File: config.mk
export PLATFORM = sky130hd
export DESIGN_NAME = difftest_wb_collector_flat
export DESIGN_NICKNAME = d
export VERILOG_FILES = /design/src/rtl/difftest_wb_collector_pkg.sv /design/src/rtl/difftest_wb_collector_if.sv /design/src/rtl/difftest_wb_collector_mwfifo.sv /design/src/rtl/difftest_wb_collector.sv /design/src/flat_wrapper.sv
export SDC_FILE = /design/constraint.sdc
export NUM_CORES = 2
export LEC_CHECK = 0
export ABC_AREA = 1
export ABC_CLOCK_PERIOD_IN_PS = 5400
export CAP_MARGIN = 20
export CORE_MARGIN = 5
export CORE_UTILIZATION = 30
export DETAILED_ROUTE_END_ITERATION = 10
export GPL_TIMING_DRIVEN = 0
export MAX_ROUTING_LAYER = met4
export SYNTH_ARGS = -nofsm -noshare
export SYNTH_HDL_FRONTEND = slang
export SYNTH_SLANG_ARGS = --single-unit
export TNS_END_PERCENT = 30
File: constraint.sdc
create_clock -name io_clock -period 5.4 [get_ports io_clock]
set_input_delay 0.54 -clock io_clock [delete_from_list [all_inputs] [get_ports io_clock]]
set_output_delay 0.54 -clock io_clock [all_outputs]
set_load 0.01 [all_outputs]
File: src/rtl/difftest_wb_collector_pkg.sv
// Shared types and helpers for the difftest integer-writeback collector.
// Entry fields are sized for the widest supported configuration; narrower instances zero-extend.
package difftest_pkg;

   localparam int unsigned DROP_CNT_W  = 16;
   localparam int unsigned WB_DEST_MAX = 32;
   localparam int unsigned WB_DATA_MAX = 64;
   localparam int unsigned WB_SEQ_MAX  = 32;

   typedef struct packed {
      logic [WB_DEST_MAX-1:0] dest;
      logic [WB_DATA_MAX-1:0] data;
      logic [WB_SEQ_MAX-1:0]  seq;
   } wb_entry_t;

   function automatic logic [3:0] popcount(input logic [7:0] v);
      logic [3:0] n;
      n = '0;
      for (int unsigned i = 0; i < 8; i++) begin
         n = n + {3'b000, v[i]};
      end
      return n;
   endfunction

endpackage

File: src/rtl/difftest_wb_collector_if.sv
// Writeback-in / entry-out stream bundle for the difftest collector.
// slave: the collector; master: the core/sink environment driving it.
interface difftest_wb_collector_if #(
   parameter int unsigned NUM_CH = 2,
   parameter int unsigned DEST_W = 32,
   parameter int unsigned DATA_W = 64,
   parameter int unsigned SEQ_W  = 32
);

   logic [NUM_CH-1:0]        io_in_valid;
   logic [NUM_CH*DEST_W-1:0] io_in_dest;
   logic [NUM_CH*DATA_W-1:0] io_in_data;
   logic                     io_out_valid;
   logic                     io_out_ready;
   logic [DEST_W-1:0]        io_out_dest;
   logic [DATA_W-1:0]        io_out_data;
   logic [SEQ_W-1:0]         io_out_seq;

   modport slave (
      input  io_in_valid, io_in_dest, io_in_data, io_out_ready,
      output io_out_valid, io_out_dest, io_out_data, io_out_seq
   );

   modport master (
      output io_in_valid, io_in_dest, io_in_data, io_out_ready,
      input  io_out_valid, io_out_dest, io_out_data, io_out_seq
   );

endinterface

File: src/rtl/difftest_wb_collector_mwfifo.sv
// NUM_CH-write / 1-read FIFO of writeback entries with an occupancy output.
// Slots 0..wr_cnt-1 are written in order starting at the write pointer.
module difftest_wb_mwfifo
   import difftest_pkg::*;
#(
   parameter  int unsigned NUM_CH = 2,
   parameter  int unsigned DEPTH  = 8,
   localparam int unsigned PTR_W  = $clog2(DEPTH),
   localparam int unsigned LVL_W  = PTR_W + 1
) (
   input  logic             clk,
   input  logic             rst_n,
   input  logic [LVL_W-1:0] wr_cnt,
   input  wb_entry_t        wr_slot [NUM_CH],
   input  logic             rd_en,
   output wb_entry_t        head,
   output logic [LVL_W-1:0] level
);

   wb_entry_t        mem_q [DEPTH];
   wb_entry_t        mem_d [DEPTH];
   logic [PTR_W-1:0] wptr_q, wptr_d;
   logic [PTR_W-1:0] rptr_q, rptr_d;
   logic [LVL_W-1:0] level_q, level_d;
   logic [PTR_W-1:0] head_idx;

   always_comb begin
      mem_d = mem_q;
      for (int unsigned j = 0; j < NUM_CH; j++) begin
         if (LVL_W'(j) < wr_cnt) begin
            mem_d[wptr_q + PTR_W'(j)] = wr_slot[j];
         end
      end
      wptr_d  = wptr_q + PTR_W'(wr_cnt);
      rptr_d  = rptr_q + PTR_W'(rd_en);
      level_d = level_q + wr_cnt - LVL_W'(rd_en);
   end

   // When empty, point at the entry last dequeued so the head fields hold.
   always_comb begin
      head_idx = rptr_q;
      if (level_q == '0) begin
         head_idx = rptr_q - PTR_W'(1);
      end
   end

   assign head  = mem_q[head_idx];
   assign level = level_q;

   always_ff @(posedge clk or negedge rst_n) begin
      if (!rst_n) begin
         mem_q   <= '{default: '0};
         wptr_q  <= '0;
         rptr_q  <= '0;
         level_q <= '0;
      end else begin
         mem_q   <= mem_d;
         wptr_q  <= wptr_d;
         rptr_q  <= rptr_d;
         level_q <= level_d;
      end
   end

endmodule

File: src/rtl/difftest_wb_collector.sv
// Multi-channel integer-writeback collector: filters, compacts and sequences
// per-cycle writebacks into a single in-order stream, flagging overflow drops.
module difftest_wb_collector
   import difftest_pkg::*;
#(
   parameter  int unsigned NUM_CH  = 2,
   parameter  int unsigned DEPTH   = 8,
   parameter  int unsigned DEST_W  = 32,
   parameter  int unsigned DATA_W  = 64,
   parameter  int unsigned SEQ_W   = 32,
   parameter  bit          DROP_X0 = 1'b1,
   localparam int unsigned LVL_W   = $clog2(DEPTH) + 1
) (
   input  logic                  io_clock,
   input  logic                  io_reset_n,
   input  logic [7:0]            io_coreid,
   difftest_wb_collector_if.slave wb,
   output logic [7:0]            io_out_coreid,
   output logic [LVL_W-1:0]      io_level,
   output logic                  io_overflow,
   output logic [DROP_CNT_W-1:0] io_drop_count
);

   localparam int unsigned FREE_W = LVL_W + 1;

   logic [NUM_CH-1:0]     elig;
   logic [3:0]            k;
   logic [LVL_W-1:0]      level;
   logic                  out_valid;
   logic                  deq;
   logic [FREE_W-1:0]     free;
   logic                  accept;
   wb_entry_t             slot [NUM_CH];
   wb_entry_t             head;
   logic [LVL_W-1:0]      wr_cnt;

   logic [SEQ_W-1:0]      seq_q, seq_d;
   logic                  ovf_q, ovf_d;
   logic [DROP_CNT_W-1:0] drop_q, drop_d;
   logic [DROP_CNT_W:0]   drop_sum;
   logic [7:0]            coreid_q, coreid_d;

   always_comb begin
      elig = '0;
      for (int unsigned i = 0; i < NUM_CH; i++) begin
         elig[i] = wb.io_in_valid[i]
                   && !(DROP_X0 && (wb.io_in_dest[i*DEST_W +: DEST_W] == '0));
      end
      k = popcount(8'(elig));
   end

   assign out_valid = (level != '0);
   assign deq       = out_valid & wb.io_out_ready;
   assign free      = FREE_W'(DEPTH) - FREE_W'(level) + FREE_W'(deq);
   assign accept    = (FREE_W'(k) <= free);
   assign wr_cnt    = accept ? LVL_W'(k) : '0;

   // Slot j takes the eligible channel with exactly j eligible channels below it.
   always_comb begin
      for (int unsigned j = 0; j < NUM_CH; j++) begin
         slot[j] = '0;
         for (int unsigned i = 0; i < NUM_CH; i++) begin
            if (elig[i] && (popcount(8'(elig & NUM_CH'((1 << i) - 1))) == 4'(j))) begin
               slot[j].dest = WB_DEST_MAX'(wb.io_in_dest[i*DEST_W +: DEST_W]);
               slot[j].data = WB_DATA_MAX'(wb.io_in_data[i*DATA_W +: DATA_W]);
            end
         end
         slot[j].seq = WB_SEQ_MAX'(seq_q + SEQ_W'(j));
      end
   end

   always_comb begin
      seq_d    = seq_q;
      ovf_d    = ovf_q;
      drop_d   = drop_q;
      coreid_d = io_coreid;
      drop_sum = {1'b0, drop_q} + (DROP_CNT_W + 1)'(k);
      if (accept) begin
         seq_d = seq_q + SEQ_W'(k);
      end else begin
         ovf_d  = 1'b1;
         drop_d = drop_sum[DROP_CNT_W] ? '1 : drop_sum[DROP_CNT_W-1:0];
      end
   end

   always_ff @(posedge io_clock or negedge io_reset_n) begin
      if (!io_reset_n) begin
         seq_q    <= '0;
         ovf_q    <= 1'b0;
         drop_q   <= '0;
         coreid_q <= '0;
      end else begin
         seq_q    <= seq_d;
         ovf_q    <= ovf_d;
         drop_q   <= drop_d;
         coreid_q <= coreid_d;
      end
   end

   difftest_wb_mwfifo #(
      .NUM_CH (NUM_CH),
      .DEPTH  (DEPTH)
   ) u_fifo (
      .clk     (io_clock),
      .rst_n   (io_reset_n),
      .wr_cnt  (wr_cnt),
      .wr_slot (slot),
      .rd_en   (deq),
      .head    (head),
      .level   (level)
   );

   assign wb.io_out_valid = out_valid;
   assign wb.io_out_dest  = head.dest[DEST_W-1:0];
   assign wb.io_out_data  = head.data[DATA_W-1:0];
   assign wb.io_out_seq   = head.seq[SEQ_W-1:0];
   assign io_out_coreid   = coreid_q;
   assign io_level        = level;
   assign io_overflow     = ovf_q;
   assign io_drop_count   = drop_q;

endmodule
File: src/flat_wrapper.sv
// flat-port wrapper written by rule: the top's interface ports become plain ports
module difftest_wb_collector_flat import difftest_pkg::*;
#(
   parameter  int unsigned NUM_CH  = 2,
   parameter  int unsigned DEPTH   = 8,
   parameter  int unsigned DEST_W  = 32,
   parameter  int unsigned DATA_W  = 64,
   parameter  int unsigned SEQ_W   = 32,
   parameter  bit          DROP_X0 = 1'b1,
   localparam int unsigned LVL_W   = $clog2(DEPTH) + 1
)
  (io_clock, io_reset_n, io_coreid, io_out_coreid, io_level, io_overflow, io_drop_count, wb_io_in_valid, wb_io_in_dest, wb_io_in_data, wb_io_out_ready, wb_io_out_valid, wb_io_out_dest, wb_io_out_data, wb_io_out_seq);
  difftest_wb_collector_if #(.NUM_CH(NUM_CH), .DEST_W(DEST_W), .DATA_W(DATA_W), .SEQ_W(SEQ_W)) wb_i ();
  input  logic io_clock;
  input  logic io_reset_n;
  input  logic [7:0] io_coreid;
  output logic [7:0] io_out_coreid;
  output logic [LVL_W-1:0] io_level;
  output logic io_overflow;
  output logic [DROP_CNT_W-1:0] io_drop_count;
  input wire logic [$bits(wb_i.io_in_valid)-1:0] wb_io_in_valid;
  input wire logic [$bits(wb_i.io_in_dest)-1:0] wb_io_in_dest;
  input wire logic [$bits(wb_i.io_in_data)-1:0] wb_io_in_data;
  input wire logic [$bits(wb_i.io_out_ready)-1:0] wb_io_out_ready;
  output wire logic [$bits(wb_i.io_out_valid)-1:0] wb_io_out_valid;
  output wire logic [$bits(wb_i.io_out_dest)-1:0] wb_io_out_dest;
  output wire logic [$bits(wb_i.io_out_data)-1:0] wb_io_out_data;
  output wire logic [$bits(wb_i.io_out_seq)-1:0] wb_io_out_seq;
  assign wb_i.io_in_valid = wb_io_in_valid;
  assign wb_i.io_in_dest = wb_io_in_dest;
  assign wb_i.io_in_data = wb_io_in_data;
  assign wb_i.io_out_ready = wb_io_out_ready;
  assign wb_io_out_valid = wb_i.io_out_valid;
  assign wb_io_out_dest = wb_i.io_out_dest;
  assign wb_io_out_data = wb_i.io_out_data;
  assign wb_io_out_seq = wb_i.io_out_seq;
  difftest_wb_collector #(.NUM_CH(NUM_CH), .DEPTH(DEPTH), .DEST_W(DEST_W), .DATA_W(DATA_W), .SEQ_W(SEQ_W), .DROP_X0(DROP_X0)) u_core (.io_clock(io_clock), .io_reset_n(io_reset_n), .io_coreid(io_coreid), .wb(wb_i), .io_out_coreid(io_out_coreid), .io_level(io_level), .io_overflow(io_overflow), .io_drop_count(io_drop_count));
endmodule
### Yosys cells after proc, flatten, opt, wreduce, memory -nomap -nowiden

Index checks and enable logic that the tools add are counted.

| operators by class | value |
|---|---|
| $add $sub $neg | 12 |
| order comparisons | 8 |
| muxes and demuxes | 17 |
| bitwise logic cells | 4 |
| reductions and logical operators | 13 |

Operators by type and width:

| operator | count |
|---|---|
| $bwmux W1024 | 2 |
| $mux W1024 | 2 |
| $demux W128 S3 | 2 |
| $mux W128 | 4 |
| $bmux W128 S3 | 1 |
| $mux W96 | 3 |
| $logic_not A32 Y1 | 2 |
| $add A32 B1 Y32 const B | 1 |
| $add A32 B4 Y32 | 1 |
| $add A16 B4 Y17 | 1 |
| $mux W16 | 1 |
| $ge A4 B4 Y1 const B | 3 |
| $not A3 Y4 | 3 |
| $logic_not A4 Y1 | 2 |
| $lt A1 B4 Y1 const A | 2 |
| $lt A4 B1 Y1 const B | 2 |
| $logic_and A1 B1 Y1 | 6 |
| $add A5 B1 Y5 | 1 |
| $le A4 B5 Y1 | 1 |
| $sub A4 B4 Y5 const A | 1 |
| $add A4 B4 Y4 | 1 |
| $mux W4 | 1 |
| $reduce_bool A4 Y1 | 1 |
| $sub A4 B1 Y4 | 1 |
| 8 further kinds | 9 |

| word-level totals | value |
|---|---|
| flip-flop bits (word level) | 1,091 |
| bits of input ports | 205 |
| output and inout port bits | 158 |
| word-level logic and storage cells | 85 |

### Longest topological paths before layout

| depth | value |
|---|---|
| depth in word-level cells | 10 |
| gate-level depth with buffers | 28 |
| gate-level depth less buffers | 22 |

### Hierarchy

Synthesis repeated with hierarchy kept, for this count alone.

| second synthesis, totals | value |
|---|---|
| cell total of the unflattened synthesis | 10,490 |
| area total of the unflattened synthesis | 69,479.1 um^2 |

Modules (own cells, without submodules):

| module | instances | cells an instance | area an instance (um^2) | sequential area each (um^2) |
|---|---|---|---|---|
| difftest_wb_mwfifo | 1 | 9,114 | 62,204.7 | 25,874.8 |
| difftest_wb_collector | 1 | 1,376 | 7,274.5 | 1,426.4 |

### Least setup slack after synthesis

No wires, ideal clock.

| timing path | value |
|---|---|
| path type | input to register |
| start | in wb_io_in_dest[16] |
| end | reg u_core.u_fifo.level_q[3] (netlist: u_core.u_fifo.level[3]) |
| library setup time | 0.122 ns |
| data arrival time | 4.246 ns |
| data required time | 5.278 ns |
| slack | 1.032 ns |
| stages | 28 |
| path buffers | 6 |
| cells stage by stage | inv_1 -> nand2_1 -> nor2_1 -> nand2_1 -> nor2_1 -> nand2_1 -> clkbuf_1 -> nand2_1 -> inv_1 -> ha_1 -> clkbuf_1 -> inv_1 -> ha_1 -> nand2_1 -> nand2_1 -> nor2_1 -> nand3_2 -> buf_4 -> buf_4 -> buf_2 -> clkbuf_1 -> nand2_1 -> ha_1 -> inv_1 -> ha_1 -> nand3_1 -> nand2_1 -> xnor2_1 |

| on the way | value |
|---|---|
| word-level cells in the longest chain between the ends | 8 |

Ends and longest elaborated chain:

| item | RTL line | text |
|---|---|---|
| start: declaration | flat_wrapper.sv:22 | `input wire logic [$bits(wb_i.io_in_dest)-1:0] wb_io_in_dest;` |
| $logic_not A32 Y1 (*) | difftest_wb_collector.sv:47 | `&& !(DROP_X0 && (wb.io_in_dest[i*DEST_W +: DEST_W] == '0));` |
| $logic_not A1 Y1 (*) | difftest_wb_collector.sv:47 |  |
| $logic_and A1 B1 Y1 (*) | difftest_wb_collector.sv:47 |  |
| $add A1 B1 Y2 (*) | difftest_wb_collector_pkg.sv:20 | `n = n + {3'b000, v[i]};` |
| $le A4 B5 Y1 | difftest_wb_collector.sv:55 | `assign accept = (FREE_W'(k) <= free);` |
| $mux W4 (*) | difftest_wb_collector.sv:56 | `assign wr_cnt = accept ? LVL_W'(k) : '0;` |
| $add A4 B4 Y4 (*) | difftest_wb_collector_mwfifo.sv:36 | `level_d = level_q + wr_cnt - LVL_W'(rd_en);` |
| $sub A4 B1 Y4 (*) | difftest_wb_collector_mwfifo.sv:36 |  |
| named net u_core.u_fifo.level_d[3] | difftest_wb_collector_mwfifo.sv:24 | `logic [LVL_W-1:0] level_q, level_d;` |
| end signal: assignment | difftest_wb_collector_mwfifo.sv:60 | `level_q <= level_d;` |
| end: declaration | difftest_wb_collector_mwfifo.sv:24 |  |

The timed path passes the listed nets; every way through them passes the cells marked *.
A chain may end at the register's enable or synchronous reset.

### Worst setup path in the final report

| timing path | value |
|---|---|
| start | reg u_core.u_fifo.level_q[2] (netlist: u_core.u_fifo.level[2]) |
| end | out wb_io_out_data[61] |

| on the way | value |
|---|---|
| word-level cells in the longest chain between the ends | 6 |

Ends and longest elaborated chain:

| item | RTL line | text |
|---|---|---|
| $logic_not A4 Y1 | difftest_wb_collector_mwfifo.sv:42 | `if (level_q == '0) begin` |
| $mux W3 | difftest_wb_collector_mwfifo.sv:42 |  |
| $not A3 Y4 (implied by the code) | difftest_wb_collector_mwfifo.sv:47 | `assign head = mem_q[head_idx];` |
| $bmux W128 S3 | difftest_wb_collector_mwfifo.sv:47 |  |
| $mux W128 (implied by the code) (2 in a row) | difftest_wb_collector_mwfifo.sv:47 |  |
| end: declaration | flat_wrapper.sv:27 | `output wire logic [$bits(wb_i.io_out_data)-1:0] wb_io_out_data;` |

Every way passes these cells. The select of a mux whose other input is x is not followed.

==> out/qor.csv <==
metric,value,unit
layout cells sized above 1,0.0867,
first-pass GRT wire length,626000,µm
Via density,5.98,
Overall Global Routing Usage,0.408,
post-synthesis sequential area ratio,0.417,
Sequential Power Share,0.239,
"commonest cells after routing, fill and taps aside","nand2_1, inv_1, o21ai_0",
TritonCTS Sinks,1091,
Mapped Area,65500,µm²
setup violators final,16,
peak fanout along the critical path,10,
"most used cell, CP",inv_1,
CP Depth,13,
count of final max-slew check failures,0,
Max-slew headroom,0.0642,
Pre-antenna DRT Iters,10,
data arrival time of the critical path,4960,ps
post-route clock period utilization,1.02,
"commonest non-fill, non-tap cell in the layout",nand2_1,
crit path cell chain,inv_1 -> ha_1 -> nand3_2 -> nand2_1 -> o21ai_4 -> inv_4 -> buf_4 -> clkbuf_2 -> o21ai_0 -> o22ai_1 -> inv_1 -> o21ai_1 -> clkdlybuf4s50_1,
Mean Syn Cell Area,6.59,µm²
CP top delay family,buffers and inverters,
Crit. End Element,output pin,
Fin. Hold Viols,0,
Power Density,742,nW/µm²
post-DR wirelength/cell,34.7,µm
vias post-DR,81800,
Post-Route Skew,63.3,ps
Detail Route Antenna Nets,0,
largest net degree at the start of global routing,153,
synth warn,0,
ys flop type,dfrtp_1,
synthesized net count,10200,
mux cell area share after synthesis,0,
Max Fclk,182,MHz
core area,217000,µm²
Port Buffers,361,
CTS max path bufs,3,
Combinational Power Share,0.602,
Clock Power Share,0.159,
Post-synth EDFFs,0,
initial antenna violation count,72,
simple-gate share of the synthesized area,0.280,
main combinational cell family by area after synthesis,simple AND/OR/NAND/NOR gates,
switch share,0.529,
worst setup path class,reg2out,
post-synth cell types,34,
post-synthesis adder-cell area fraction,0.00562,
WHS Path Cells,3,
Startpoint Class,flip-flop,
routability cong.,1.07,
CP required,4860,ps
violated checks,negative setup slack,
Die X,477,µm
full die area,228000,µm²
die extent in y,477,µm
Rows,171,
outcome,"finished, violations left",
Crit path largest cell delay,650,ps
"FF+latch count, synth",1091,
DRC,0,
final net count,10800,
worst vdd ir,0.400,mV
cell-internal power,0.0284,W
Worst Reg-to-Reg Cells,19,
Starting DRT DRC Count,16300,
Post-synth ARST share,1.00,
post-place setup slack,-2550,ps
H-tree levels,4,
crit path max-delay cell type,clkdlybuf4s50_1,
worst hold path type,in2reg,
Post-Route WL,474000,µm
io pins,363,
Clock transition at path regs,60,ps
clock latency on the worst-skew pair,870,ps
Initial Utilization,0.301,
Leak,41.4,nW
CTS tree,yes,
Compound-Gate Fraction of Synth Area,0.173,
Slew @ Worst Pin,1400,ps
root buf cell,clkbuf_16,
CTS Buf Count,133,
vias in the first global route,72100,
switching power,0.0318,W
minimum clock period,5500,ps
Post-Synth XOR/XNOR Area,0.00923,
Cells after Synth,9927,
Buf/Inv on CP,6,
Area Overhead vs Synth,24.0,%
setup ws final,-99.3,ps
max cap viols,0,
PnR Total Power,0.0602,W
placed wire-length estimate,335000,µm
RSZ-0062 raised after global routing,yes,
GR Overflow Total,0,
## flip-flops by register name (all words and copies together), names as in the netlist
signal / cells
u_core.u_fifo.mem_q: 1024
u_core.seq_q: 32
u_core.io_drop_count: 16
u_core.io_out_coreid: 8
u_core.u_fifo.level: 4
u_core.u_fifo.rptr_q: 3
u_core.u_fifo.wptr_q: 3
u_core.io_overflow: 1
## power by group through the flow
stage / clock [W] / sequential [W] / combinational [W]
after detailed placement: 0 / 0.0143 / 0.0329
after global routing: 0.00973 / 0.0146 / 0.0369
final: 0.00956 / 0.0144 / 0.0362
after global placement: 0 / 0.0145 / 0.0321
after floorplan: 0 / 0.0136 / 0.0166
after CTS: 0.00941 / 0.0142 / 0.0336
## synth_stat cells, types with 4 or more instances
| cell | count | share of area |
|---|---|---|
| clkbuf_1 | 500 | 0.029 |
| dfrtp_1 | 1091 | 0.42 |
| nor2_2 | 6 | 0.00057 |
| o21ai_1 | 7 | 0.00054 |
| xnor2_1 | 9 | 0.0012 |
| nand2_1 | 3125 | 0.18 |
| o211ai_1 | 52 | 0.0060 |
| o21ai_0 | 1213 | 0.093 |
| xor2_1 | 60 | 0.0080 |
| buf_2 | 166 | 0.013 |
| clkinv_1 | 8 | 0.00046 |
| nor3_1 | 16 | 0.0012 |
| fa_1 | 4 | 0.0012 |
| or2_2 | 4 | 0.00038 |
| buf_1 | 49 | 0.0028 |
| a31oi_1 | 327 | 0.031 |
| nor4_1 | 6 | 0.00057 |
| nand3_1 | 428 | 0.033 |
| nand4_1 | 21 | 0.0020 |
| ha_1 | 23 | 0.0044 |
| a21oi_1 | 259 | 0.020 |
| nor2_1 | 1095 | 0.063 |
| o22ai_1 | 234 | 0.022 |
| buf_4 | 4 | 0.00046 |
| inv_1 | 1207 | 0.069 |
## worst paths after layout
kind	startpoint	end	slack (ps)
hold reg to reg	u_core.io_overflow	u_core.io_overflow	480
max in group asynchronous	io_reset_n	u_core.u_fifo.mem_q[452]	2970
hold / removal	wb_io_in_dest[56]	u_core.u_fifo.mem_q[760]	120
setup reg to reg	u_core.u_fifo.level[2]	u_core.u_fifo.mem_q[205]	880
setup / recovery	u_core.u_fifo.level[2]	wb_io_out_data[61]	-100
min in group asynchronous	io_reset_n	u_core.u_fifo.mem_q[279]	270
## final cells by class
class	instances	area (µm²)
Clock inverter	31	338
Buffer	718	3760
Antenna cell	122	305
Tap cell	2854	3570
Timing Repair Buffer	537	6410
Clock buffer	203	4030
Fill cell	23400	136000
Inverter	1218	4580
Sequential cell	1091	27300
Multi-Input combinational cell	6898	30900
## metrics by stage
step	cell area, µm²	TNS [ps]	hold WS, ps	std cells	util
final	81200	-617	122	13700	0.374
after global placement	72600	-	452	13100	0.334
after floorplan	65500	0	244	9927	-
after CTS	80500	-940	149	13500	0.370
after detailed placement	75100	-2246180	465	13300	0.346
after global routing	81100	-95.5	148	13600	0.373
## worst min-delay path: cells and delay by family
family / cells / cell delay, ps
and+or+nand+nor: 1 / 100
AOI/OAI and AO/OA: 1 / 80
buffers and inverters: 1 / 220
## what timing repair did
| item | in CTS | in global routing |
|---|---|---|
| pin swaps | 6 | 8 |
| setup endpoints to repair | 1198 | 1151 |
| setup buffers | 12 | 12 |
| resized for setup | 455 | 150 |
| endpoints found under the hold margin | 94 | 0 |
| hold buffers | 1 | 0 |
## layer usage
layer	up-vias	routed length, µm	track usage
met5	-	0	-
met4	0	51000	0.336
met3	2309	81900	0.218
met2	8051	176000	0.511
met1	38500	165000	0.472
li1	32900	-	-
## kinds of logic after synthesis
family                     after synthesis
adders and majority gates               27
buffers and inverters                 1938
AOI/OAI and AO/OA                     2096
xor gates and xnor gates                69
and+or+nand+nor                       4706
DFF                                   1091
Note: power is estimated with default switching activity, not from simulation.
